$ cat src/rtl/node_integrator_multi_if.sv
`default_nettype none
// ============================================================================
//  Module      : node_integrator_multi_if
//  Description : Control, current-input and node-output bundle for the
//                node integrator. The slave modport is the integrator side.
//  Revision    : 1.0 - initial release
// ============================================================================
interface node_integrator_multi_if #(
   parameter int W        = 16,
   parameter int NCH      = 4,
   parameter int NIN      = 4,
   parameter int SETTLE_N = 8
);
   localparam int c_CW = $clog2(SETTLE_N + 1);

   logic                   en;
   logic                   clr;
   logic [NCH*NIN*W-1:0]   i_flat;
   logic [NCH*W-1:0]       v_flat;
   logic [NCH-1:0]         d;
   logic                   settled;
   logic [c_CW-1:0]        settle_cnt;

   modport master (
      output en, clr, i_flat,
      input  v_flat, d, settled, settle_cnt
   );

   modport slave (
      input  en, clr, i_flat,
      output v_flat, d, settled, settle_cnt
   );
endinterface
`default_nettype wire

$ cat src/rtl/node_integrator_multi.sv
`default_nettype none
// ============================================================================
//  Module      : node_integrator_multi
//  Description : Clocked multi-node integrator. Each enabled cycle every node
//                voltage moves by (sum of its branch currents) >>> CSHIFT,
//                saturated to [VLO, VHI]. Per-node hysteresis digital level
//                and a global all-quiet settle detector.
//  Revision    : 1.0 - initial release
// ============================================================================
module node_integrator_multi #(
   parameter int W        = 16,
   parameter int NCH      = 4,
   parameter int NIN      = 4,
   parameter int CSHIFT   = 2,
   parameter int VHI      = (1 << (W - 2)),
   parameter int VLO      = -(1 << (W - 2)),
   parameter int V_INIT   = VLO,
   parameter int HYST     = VHI / 16,
   parameter int TOL      = 0,
   parameter int SETTLE_N = 8
) (
   input  wire logic              eclk,
   input  wire logic              erst_n,
   node_integrator_multi_if.slave bus
);
   // Sum width is wide enough for NIN full-scale inputs; one more bit for v + dv.
   localparam int c_SW = W + $clog2(NIN);
   localparam int c_TW = c_SW + 1;
   localparam int c_CW = $clog2(SETTLE_N + 1);

   localparam logic signed [c_TW-1:0] c_VHI_T  = c_TW'(VHI);
   localparam logic signed [c_TW-1:0] c_VLO_T  = c_TW'(VLO);
   localparam logic signed [c_TW-1:0] c_TOL_T  = c_TW'(TOL);
   localparam logic signed [W-1:0]    c_VHI_W  = W'(VHI);
   localparam logic signed [W-1:0]    c_VLO_W  = W'(VLO);
   localparam logic signed [W-1:0]    c_VINIT  = W'(V_INIT);
   localparam logic signed [W-1:0]    c_HYST_P = W'(HYST);
   localparam logic signed [W-1:0]    c_HYST_N = W'(-HYST);
   localparam logic                   c_D_INIT = (V_INIT >= HYST);
   localparam logic [c_CW-1:0]        c_SN     = c_CW'(SETTLE_N);

   logic [NCH-1:0]  w_quiet;
   logic            w_all_quiet;
   logic [c_CW-1:0] r_cnt;

   genvar k;
   generate
      for (k = 0; k < NCH; k++) begin : g_node
         logic signed [c_SW-1:0] w_sum;
         logic signed [c_SW-1:0] w_dv;
         logic signed [c_TW-1:0] w_t;
         logic signed [W-1:0]    w_vn;
         logic signed [c_TW-1:0] w_diff;
         logic signed [c_TW-1:0] w_abs;
         logic                   w_dn;
         logic signed [W-1:0]    r_v;
         logic                   r_d;

         // Sign-extended sum of this node's branch currents.
         always_comb begin
            w_sum = '0;
            for (int j = 0; j < NIN; j++) begin
               w_sum = w_sum + c_SW'($signed(bus.i_flat[(k*NIN+j)*W +: W]));
            end
         end

         assign w_dv = w_sum >>> CSHIFT;
         assign w_t  = c_TW'(r_v) + c_TW'(w_dv);

         // Saturate the candidate voltage to the rails.
         always_comb begin
            if (w_t > c_VHI_T) begin
               w_vn = c_VHI_W;
            end else if (w_t < c_VLO_T) begin
               w_vn = c_VLO_W;
            end else begin
               w_vn = w_t[W-1:0];
            end
         end

         // Quiet is judged on the saturated change, so a rail-pinned node is quiet.
         assign w_diff     = c_TW'(w_vn) - c_TW'(r_v);
         assign w_abs      = w_diff[c_TW-1] ? -w_diff : w_diff;
         assign w_quiet[k] = (w_abs <= c_TOL_T);

         // Hysteresis decision taken on the new voltage so d tracks v_flat exactly.
         always_comb begin
            w_dn = r_d;
            if (w_vn >= c_HYST_P) begin
               w_dn = 1'b1;
            end else if (w_vn <= c_HYST_N) begin
               w_dn = 1'b0;
            end
         end

         // Node voltage and digital level registers.
         always_ff @(posedge eclk or negedge erst_n) begin
            if (!erst_n) begin
               r_v <= c_VINIT;
               r_d <= c_D_INIT;
            end else if (bus.clr) begin
               r_v <= c_VINIT;
               r_d <= c_D_INIT;
            end else if (bus.en) begin
               r_v <= w_vn;
               r_d <= w_dn;
            end
         end

         assign bus.v_flat[k*W +: W] = r_v;
         assign bus.d[k]             = r_d;
      end
   endgenerate

   assign w_all_quiet = &w_quiet;

   // Consecutive all-quiet run counter, saturating at SETTLE_N.
   always_ff @(posedge eclk or negedge erst_n) begin
      if (!erst_n) begin
         r_cnt <= '0;
      end else if (bus.clr) begin
         r_cnt <= '0;
      end else if (bus.en) begin
         if (!w_all_quiet) begin
            r_cnt <= '0;
         end else if (r_cnt != c_SN) begin
            r_cnt <= r_cnt + 1'b1;
         end
      end
   end

   assign bus.settle_cnt = r_cnt;
   assign bus.settled    = (r_cnt == c_SN);
endmodule
`default_nettype wire
$ cat src/flat_wrapper.sv
// flat-port wrapper written by rule: the top's interface ports become plain ports
module node_integrator_multi_flat 
#(
   parameter int W        = 16,
   parameter int NCH      = 4,
   parameter int NIN      = 4,
   parameter int CSHIFT   = 2,
   parameter int VHI      = (1 << (W - 2)),
   parameter int VLO      = -(1 << (W - 2)),
   parameter int V_INIT   = VLO,
   parameter int HYST     = VHI / 16,
   parameter int TOL      = 0,
   parameter int SETTLE_N = 8
)
  (eclk, erst_n, bus_en, bus_clr, bus_i_flat, bus_v_flat, bus_d, bus_settled, bus_settle_cnt);
  node_integrator_multi_if #(.W(W), .NCH(NCH), .NIN(NIN), .SETTLE_N(SETTLE_N)) bus_i ();
  input  wire logic eclk;
  input  wire logic erst_n;
  input wire logic [$bits(bus_i.en)-1:0] bus_en;
  input wire logic [$bits(bus_i.clr)-1:0] bus_clr;
  input wire logic [$bits(bus_i.i_flat)-1:0] bus_i_flat;
  output wire logic [$bits(bus_i.v_flat)-1:0] bus_v_flat;
  output wire logic [$bits(bus_i.d)-1:0] bus_d;
  output wire logic [$bits(bus_i.settled)-1:0] bus_settled;
  output wire logic [$bits(bus_i.settle_cnt)-1:0] bus_settle_cnt;
  assign bus_i.en = bus_en;
  assign bus_i.clr = bus_clr;
  assign bus_i.i_flat = bus_i_flat;
  assign bus_v_flat = bus_i.v_flat;
  assign bus_d = bus_i.d;
  assign bus_settled = bus_i.settled;
  assign bus_settle_cnt = bus_i.settle_cnt;
  node_integrator_multi #(.W(W), .NCH(NCH), .NIN(NIN), .CSHIFT(CSHIFT), .VHI(VHI), .VLO(VLO), .V_INIT(V_INIT), .HYST(HYST), .TOL(TOL), .SETTLE_N(SETTLE_N)) u_core (.eclk(eclk), .erst_n(erst_n), .bus(bus_i));
endmodule
$ cat config.mk
export PLATFORM = sky130hd
export DESIGN_NAME = node_integrator_multi_flat
export DESIGN_NICKNAME = d
export VERILOG_FILES = /design/src/rtl/node_integrator_multi_if.sv /design/src/rtl/node_integrator_multi.sv /design/src/flat_wrapper.sv
export SDC_FILE = /design/constraint.sdc
export NUM_CORES = 1
export LEC_CHECK = 0
export CAP_MARGIN = 20
export CORE_MARGIN = 2
export CORE_UTILIZATION = 45
export DETAILED_ROUTE_END_ITERATION = 10
export PLACE_DENSITY = 0.79
export SKIP_LAST_GASP = 1
export SLEW_MARGIN = 25
export SYNTH_ARGS = -nofsm -noshare
export SYNTH_HDL_FRONTEND = slang
export SYNTH_SLANG_ARGS = --single-unit
$ cat constraint.sdc
create_clock -name eclk -period 8.5 [get_ports eclk]
set_clock_uncertainty 0.05 [all_clocks]
set_input_delay 1.7 -clock eclk [delete_from_list [all_inputs] [get_ports eclk]]
set_output_delay 1.7 -clock eclk [all_outputs]
set_load 0.03 [all_outputs]
==> results of run 1 <==
## logic make-up after synthesis
family          share of synthesized area [%]
compound gates                          24.95
xor+xnor                                6.607
fa+ha+maj                               24.56
buf+inv                                 9.704
flops                                   8.777
mux                                     3.182
simple gates                            22.21
## flip-flops by register name (all words and copies together), names as in the netlist
| register | cells |
|---|---|
| u_core.bus.settle_cnt | 4 |
| u_core.g_node.r_d | 4 |
| u_core.g_node.r_v | 64 |
## stage by stage
step | area, sq um | cells | setup TNS (ns)
finish | 33830 | 4580 | -11.01
global route | 33830 | 4580 | -12.80
CTS | 32980 | 4548 | -9.640
detailed placement | 30670 | 4394 | -32.76
global placement | 30670 | 4394 | -21.98
floorplan | 21060 | 2752 | -9.775
## cells in the final DEF (no fill, tap or decap), types with 70 or more instances in the layout
master / n
nand2_1: 157
inv_1: 400
buf_4: 934
nor2_1: 219
o21ai_0: 70
a21o_1: 86
a21oi_1: 122
xnor2_1: 71
ha_1: 149
fa_1: 123
clkdlybuf4s50_1: 284
## cell usage after synthesis (64+ instances only)
cell type	instances
nor2_1	238
nor3_1	67
ha_1	166
nand3_1	67
xor2_1	72
inv_1	443
xnor2_1	80
fa_1	140
dfrtp_1	64
o21ai_0	116
a21oi_1	152
nand2_1	167
a21o_1	87
## worst max-delay path: cells and delay by family
kind | cells | cell delay [ns]
AOI/OAI and AO/OA | 8 | 1.70
xor gates and xnor gates | 2 | 0.38
adders and majority gates | 6 | 2.02
buffers and inverters | 20 | 2.73
muxes | 1 | 0.21
and+or+nand+nor | 16 | 2.72
## layer usage
layer	up-vias	routed length (microns)
li1	12130	-
met1	12240	30610
met2	842	39120
met3	209	4022
met4	0	2324
met5	-	0
## area by class of cell
| type | instances | area, sq um | share of cell area (%) |
|---|---|---|---|
| clock inverter | 7 | 71.32 | 0.2108 |
| timing repair buffer | 1289 | 10580 | 31.28 |
| clock buffer | 9 | 225.2 | 0.6658 |
| multi-input combinational | 2158 | 18710 | 55.32 |
| inverter | 445 | 1677 | 4.956 |
| sequential | 72 | 1812 | 5.356 |
| tap | 600 | 750.7 | 2.219 |
## worst max path at each step
stage / depth (start not counted) / endpoint
2_1_floorplan: 52 / u_core.bus.settle_cnt[0]$_DFFE_PN0P_
3_3_place_gp: 50 / u_core.bus.settle_cnt[0]$_DFFE_PN0P_
3_5_place_dp: 50 / u_core.bus.settle_cnt[0]$_DFFE_PN0P_
4_1_cts: 49 / u_core.bus.settle_cnt[3]$_DFFE_PN0P_
5_1_grt: 52 / u_core.bus.settle_cnt[3]$_DFFE_PN0P_
6_report: 53 / u_core.bus.settle_cnt[3]$_DFFE_PN0P_
## repair_timing
item / in CTS / in global routing
pin swaps: 248 / 136
setup buffers: 138 / 35
setup endpoints to repair: 27 / 18
cloned: 0 / 2
gates resized for setup: 357 / 132
hold endpoints to repair: 0 / 0
==> impl_metrics.csv, run 1 <==
group,metric,value,unit
critical_path,cpMaxStageDelayCell,"fa_2",
global_route,grt_pass1_vias,26270,
clock_network,numCtsBuffers,9,
floorplanning,die_y,218.2,microns
drt,wl_per_cell,16.61,microns
critical_path,crit_path_start_kind,"input pin",
clock_network,cts.sinks,72,
synth,synth_area_leaders,"fa_1, ha_1, inv_1, dfrtp_1, nor2_1",
timing,hold_ws,0.5187,ns
global_route,gr-usage-all-layers,30.60,%
floorplanning,die_w,218.2,microns
critical_path,slowest_delay,0.53,ns
place,hpwl,56850,microns
floorplanning,rows,78,
critical_path,rrSetupSlack,1.25,ns
critical_path,critical_path_class,"in -> reg",
global_route,globalRouteMet3Util,3.869,%
timing,rsz0062_at_grt,"true",
critical_path,rr_startpoint,"u_core.g_node[1].r_v[0]$_DFFE_PN0P_",
global_route,use_met2,57.49,%
timing,tightestPinTransition,0.8187,ns
synth,synth.top_cell.area_share,13.58,%
clock_network,clk_pin_slew,0.07,ns
final_layout,diodes,0,
synth,synth-seq-cells,72,
place,io_buffers,332,
synth,yosys.cell_types.count,111,
timing,fmax,88.75,MHz
critical_path,r2r_cells,31,
synth,ys_seq_area_share,8.777,%
synth,synth_warnings,0,
hold_path,hp-start,"u_core.g_node[3].r_v[15]$_DFFE_PN1P_",
synth,yosysTopAreaCell,"fa_1",
global_route,grtUsageMet1,35.57,%
synth,synth_edf_count,0,
global_route,antenna_found_initial,0,
clock_network,holdBufCountCts,0,
final_layout,drive_gt1_share,35.55,%
critical_path,crit_start,"bus_i_flat[1]",
timing,fin_crit_sh,132.6,%
critical_path,crit_required,8.74,ns
timing,period_needed,11.27,ns
job,maxCapViolations,0,
drt,routed_wl,76070,microns
place,place_congestion,0.9134,
drt,dr.pass1.iters,7,
drt,drc,0,
synth,synth.net_count,3318,
synth,avgSynthCellArea,7.501,sq um
hold_path,hp-class,"reg -> reg",
floorplanning,die-area,47600,sq um
timing,layout_setup_ws,-2.768,ns
clock_network,htree_levels,3,
drt,vias_per_cell,5.549,
floorplanning,io_pins,333,
drt,vias,25410,
hold_path,hold_depth,2,
critical_path,endpoint_kind,"flop",
timing,slew_viol_final,0,
timing,finalSetupViolations,5,
drt,ant_nets,0,
timing,finalHoldViolCount,0,
clock_network,cts_tree,"done",
final_layout,area_growth,63.87,%
timing,relSlewSlack,45.42,%
clock_network,clockBufferDepth,2,
hold_path,whs_endpoint,"u_core.g_node[3].r_v[15]$_DFFE_PN1P_",
critical_path,worstPathMaxFanout,6,
critical_path,path_common_cell,"buf_4",
global_route,grt.busiest_layer,"met2",
drt,drt_iter0_markers,1415,
final_layout,nets,4541,
floorplanning,coreArea,45280,sq um
clock_network,ctsRootBufferMaster,"clkbuf_16",
critical_path,crit_arrival,11.51,ns
global_route,grt_overflow,0,
clock_network,worstSkewPairLatency,0.36,ns
synth,synth-main-ff-cell,"dfrtp_1",
status,violations,"negative setup slack",
synth,synth_area,20640,sq um
final_layout,postLayoutCoreUtil,74.70,%
global_route,grt_pass1_wl,121900,microns
critical_path,rr_endpoint,"u_core.bus.settle_cnt[3]$_DFFE_PN0P_",
final_layout,n_fill_cell,3322,
synth,netlist_instances,2752,
floorplanning,initial_core_util,45.58,%
place,place_ws,-3.738,ns
global_route,grt_max_degree,73,
synth,ys_async_sr_fraction,100.0,%
status,status,"finished, violations left",
Power of run 1 is not shown: default switching activity piles up to over one toggle a cycle in this logic, so the estimate is an artifact.
==> run 2, diff against run 1 <==
CORE_ASPECT_RATIO = 1.4   (was unset)
==> run 2 against run 1 <==
The run still ends with negative setup slack left. Global-route usage up 0.25 points. Wire length down 1.6%. Utilization down 1.0 points. Setup slack better by 0.055 ns. Via count down 0.93%. Register-to-register slack worse by 0.11 ns. Maximum frequency up 0.49%. Die area about the same. Sequential cell count unchanged.
==> impl_metrics.csv, run 2 (same netlist as run 1, synthesis figures left out) <==
group,metric,value,unit
status,status,"finished, violations left",
status,violations,"negative setup slack",
clock_network,htree_levels,3,
drt,vias_per_cell,5.557,
critical_path,crit_path_start_kind,"input pin",
timing,slew_viol_final,0,
final_layout,regMostFlops,"u_core.g_node.r_v",
critical_path,crit_arrival,11.44,ns
global_route,grt_pass1_vias,26870,
drt,ant_nets,0,
global_route,grt_overflow,0,
global_route,grt_pass1_wl,121800,microns
drt,drt_iter0_markers,1253,
floorplanning,io_pins,333,
drt,vias,25180,
place,place_congestion,0.9306,
clock_network,ctsRootBufferMaster,"clkbuf_16",
drt,dr.pass1.iters,6,
critical_path,crit_family,"compound AO/OA/AOI/OAI gates",
timing,finalSetupViolations,5,
critical_path,slowest_delay,0.53,ns
final_layout,drive_gt1_share,33.47,%
clock_network,holdBufCountCts,0,
critical_path,endpoint_kind,"flop",
timing,period_needed,11.21,ns
critical_path,worstPathMaxFanout,4,
clock_network,clk_pin_slew,0.06,ns
floorplanning,die_y,257.4,microns
final_layout,diodes,0,
clock_network,worstSkewPairLatency,0.38,ns
clock_network,numCtsBuffers,9,
drt,routed.top_layer,"met4",
drt,wl_met2,40900,microns
hold_path,hp-class,"reg -> reg",
final_layout,n_fill_cell,3423,
global_route,antenna_found_initial,0,
job,maxCapViolations,0,
drt,routed_wl,74840,microns
critical_path,path_buf_inv,11,
critical_path,crit_required,8.72,ns
final_layout,ff_latch_area,1812,sq um
floorplanning,initial_core_util,45.75,%
drt,drc,0,
critical_path,path_common_cell,"buf_4",
floorplanning,coreArea,45120,sq um
timing,relSlewSlack,37.92,%
drt,met1Wirelength,27360,microns
timing,fin_crit_sh,131.9,%
floorplanning,die-area,47620,sq um
global_route,gr-usage-all-layers,30.85,%
timing,fmax,89.18,MHz
final_layout,nets,4481,
critical_path,path_depth,54,
timing,tightestPinTransition,0.9312,ns
clock_network,cts.sinks,72,
final_layout,multi_input_comb_area,18550,sq um
timing,rsz0062_at_grt,"true",
timing,layout_setup_ws,-2.713,ns
final_layout,mostFrequentLayoutCells,"buf_4, inv_1, clkdlybuf4s50_1",
place,io_buffers,332,
final_layout,largest_register_ffs,64,
critical_path,r2r_cells,32,
floorplanning,die_w,185.0,microns
final_layout,postLayoutCoreUtil,73.67,%
global_route,grt_max_degree,73,
floorplanning,rows,92,
hold_path,hold_depth,2,
timing,finalHoldViolCount,0,
critical_path,cpMaxStageDelayCell,"fa_1",
final_layout,final_common_cell,"buf_4",
clock_network,clockBufferDepth,2,
clock_network,cts_tree,"done",
final_layout,area_growth,61.04,%
drt,wl_per_cell,16.52,microns
drt,met3_length,3093,microns
critical_path,critical_path_class,"in -> reg",
place,hpwl,58750,microns
[run 2: area by class of cell]
| cell class | instances | share of cell area, % |
|---|---|---|
| Inverter | 445 | 5.051 |
| Tap cell | 611 | 2.300 |
| Multi-Input combinational cell | 2158 | 55.81 |
| Timing Repair Buffer | 1229 | 30.28 |
| Sequential cell | 72 | 5.450 |
| Clock inverter | 5 | 0.3839 |
| Clock buffer | 11 | 0.7302 |
[run 2: per-layer routing]
| layer | GRT usage (%) | up-vias |
|---|---|---|
| met5 | 0 | - |
| met4 | 15.39 | 0 |
| met3 | 3.750 | 264 |
| met2 | 60.78 | 745 |
| met1 | 31.12 | 12140 |
| li1 | - | 12030 |
[run 2: worst paths after layout]
path	start	to	slack, ns
hold reg to reg	u_core.g_node[2].r_v[15]$_DFFE_PN1P_	u_core.g_node[2].r_v[15]$_DFFE_PN1P_	0.51
setup / recovery	bus_i_flat[209]	u_core.bus.settle_cnt[0]$_DFFE_PN0P_	-2.71
hold / removal	u_core.g_node[2].r_v[15]$_DFFE_PN1P_	u_core.g_node[2].r_v[15]$_DFFE_PN1P_	0.51
setup reg to reg	u_core.g_node[1].r_v[0]$_DFFE_PN0P_	u_core.bus.settle_cnt[0]$_DFFE_PN0P_	1.14
min in group asynchronous	erst_n	u_core.g_node[1].r_v[6]$_DFFE_PN0P_	1.34
max in group asynchronous	erst_n	u_core.g_node[0].r_v[9]$_DFFE_PN0P_	6.52
[run 2: metrics by stage]
step / setup TNS (ns) / instance area [sq um] / hold WS (ns) / setup slack [ns] / cells
6_report: -10.80 / 33240 / 0.5121 / -2.713 / 4531
3_5_place_dp: -36.58 / 30740 / 0.5053 / -3.766 / 4413
4_1_cts: -9.934 / 32750 / 0.5164 / -2.509 / 4513
3_3_place_gp: -26.15 / 30740 / 0.5083 / -3.534 / 4413
5_1_grt: -13.58 / 33240 / 0.5448 / -3.183 / 4531
2_1_floorplan: -9.775 / 21060 / 0.4736 / -2.506 / 2752
[run 2: worst min-delay path, stage by stage, from the launching register on]
cell,delay [ns]
dfstp_2,0.39
inv_1,0.07
o211ai_1,0.09
[run 2: repair_timing]
item,CTS,global route
buffers inserted,86,22
gates resized for setup,329,82
setup endpoints to repair,30,28
gates cloned,0,0
pin swaps,236,125
Power of run 2 is left out for the same reason.
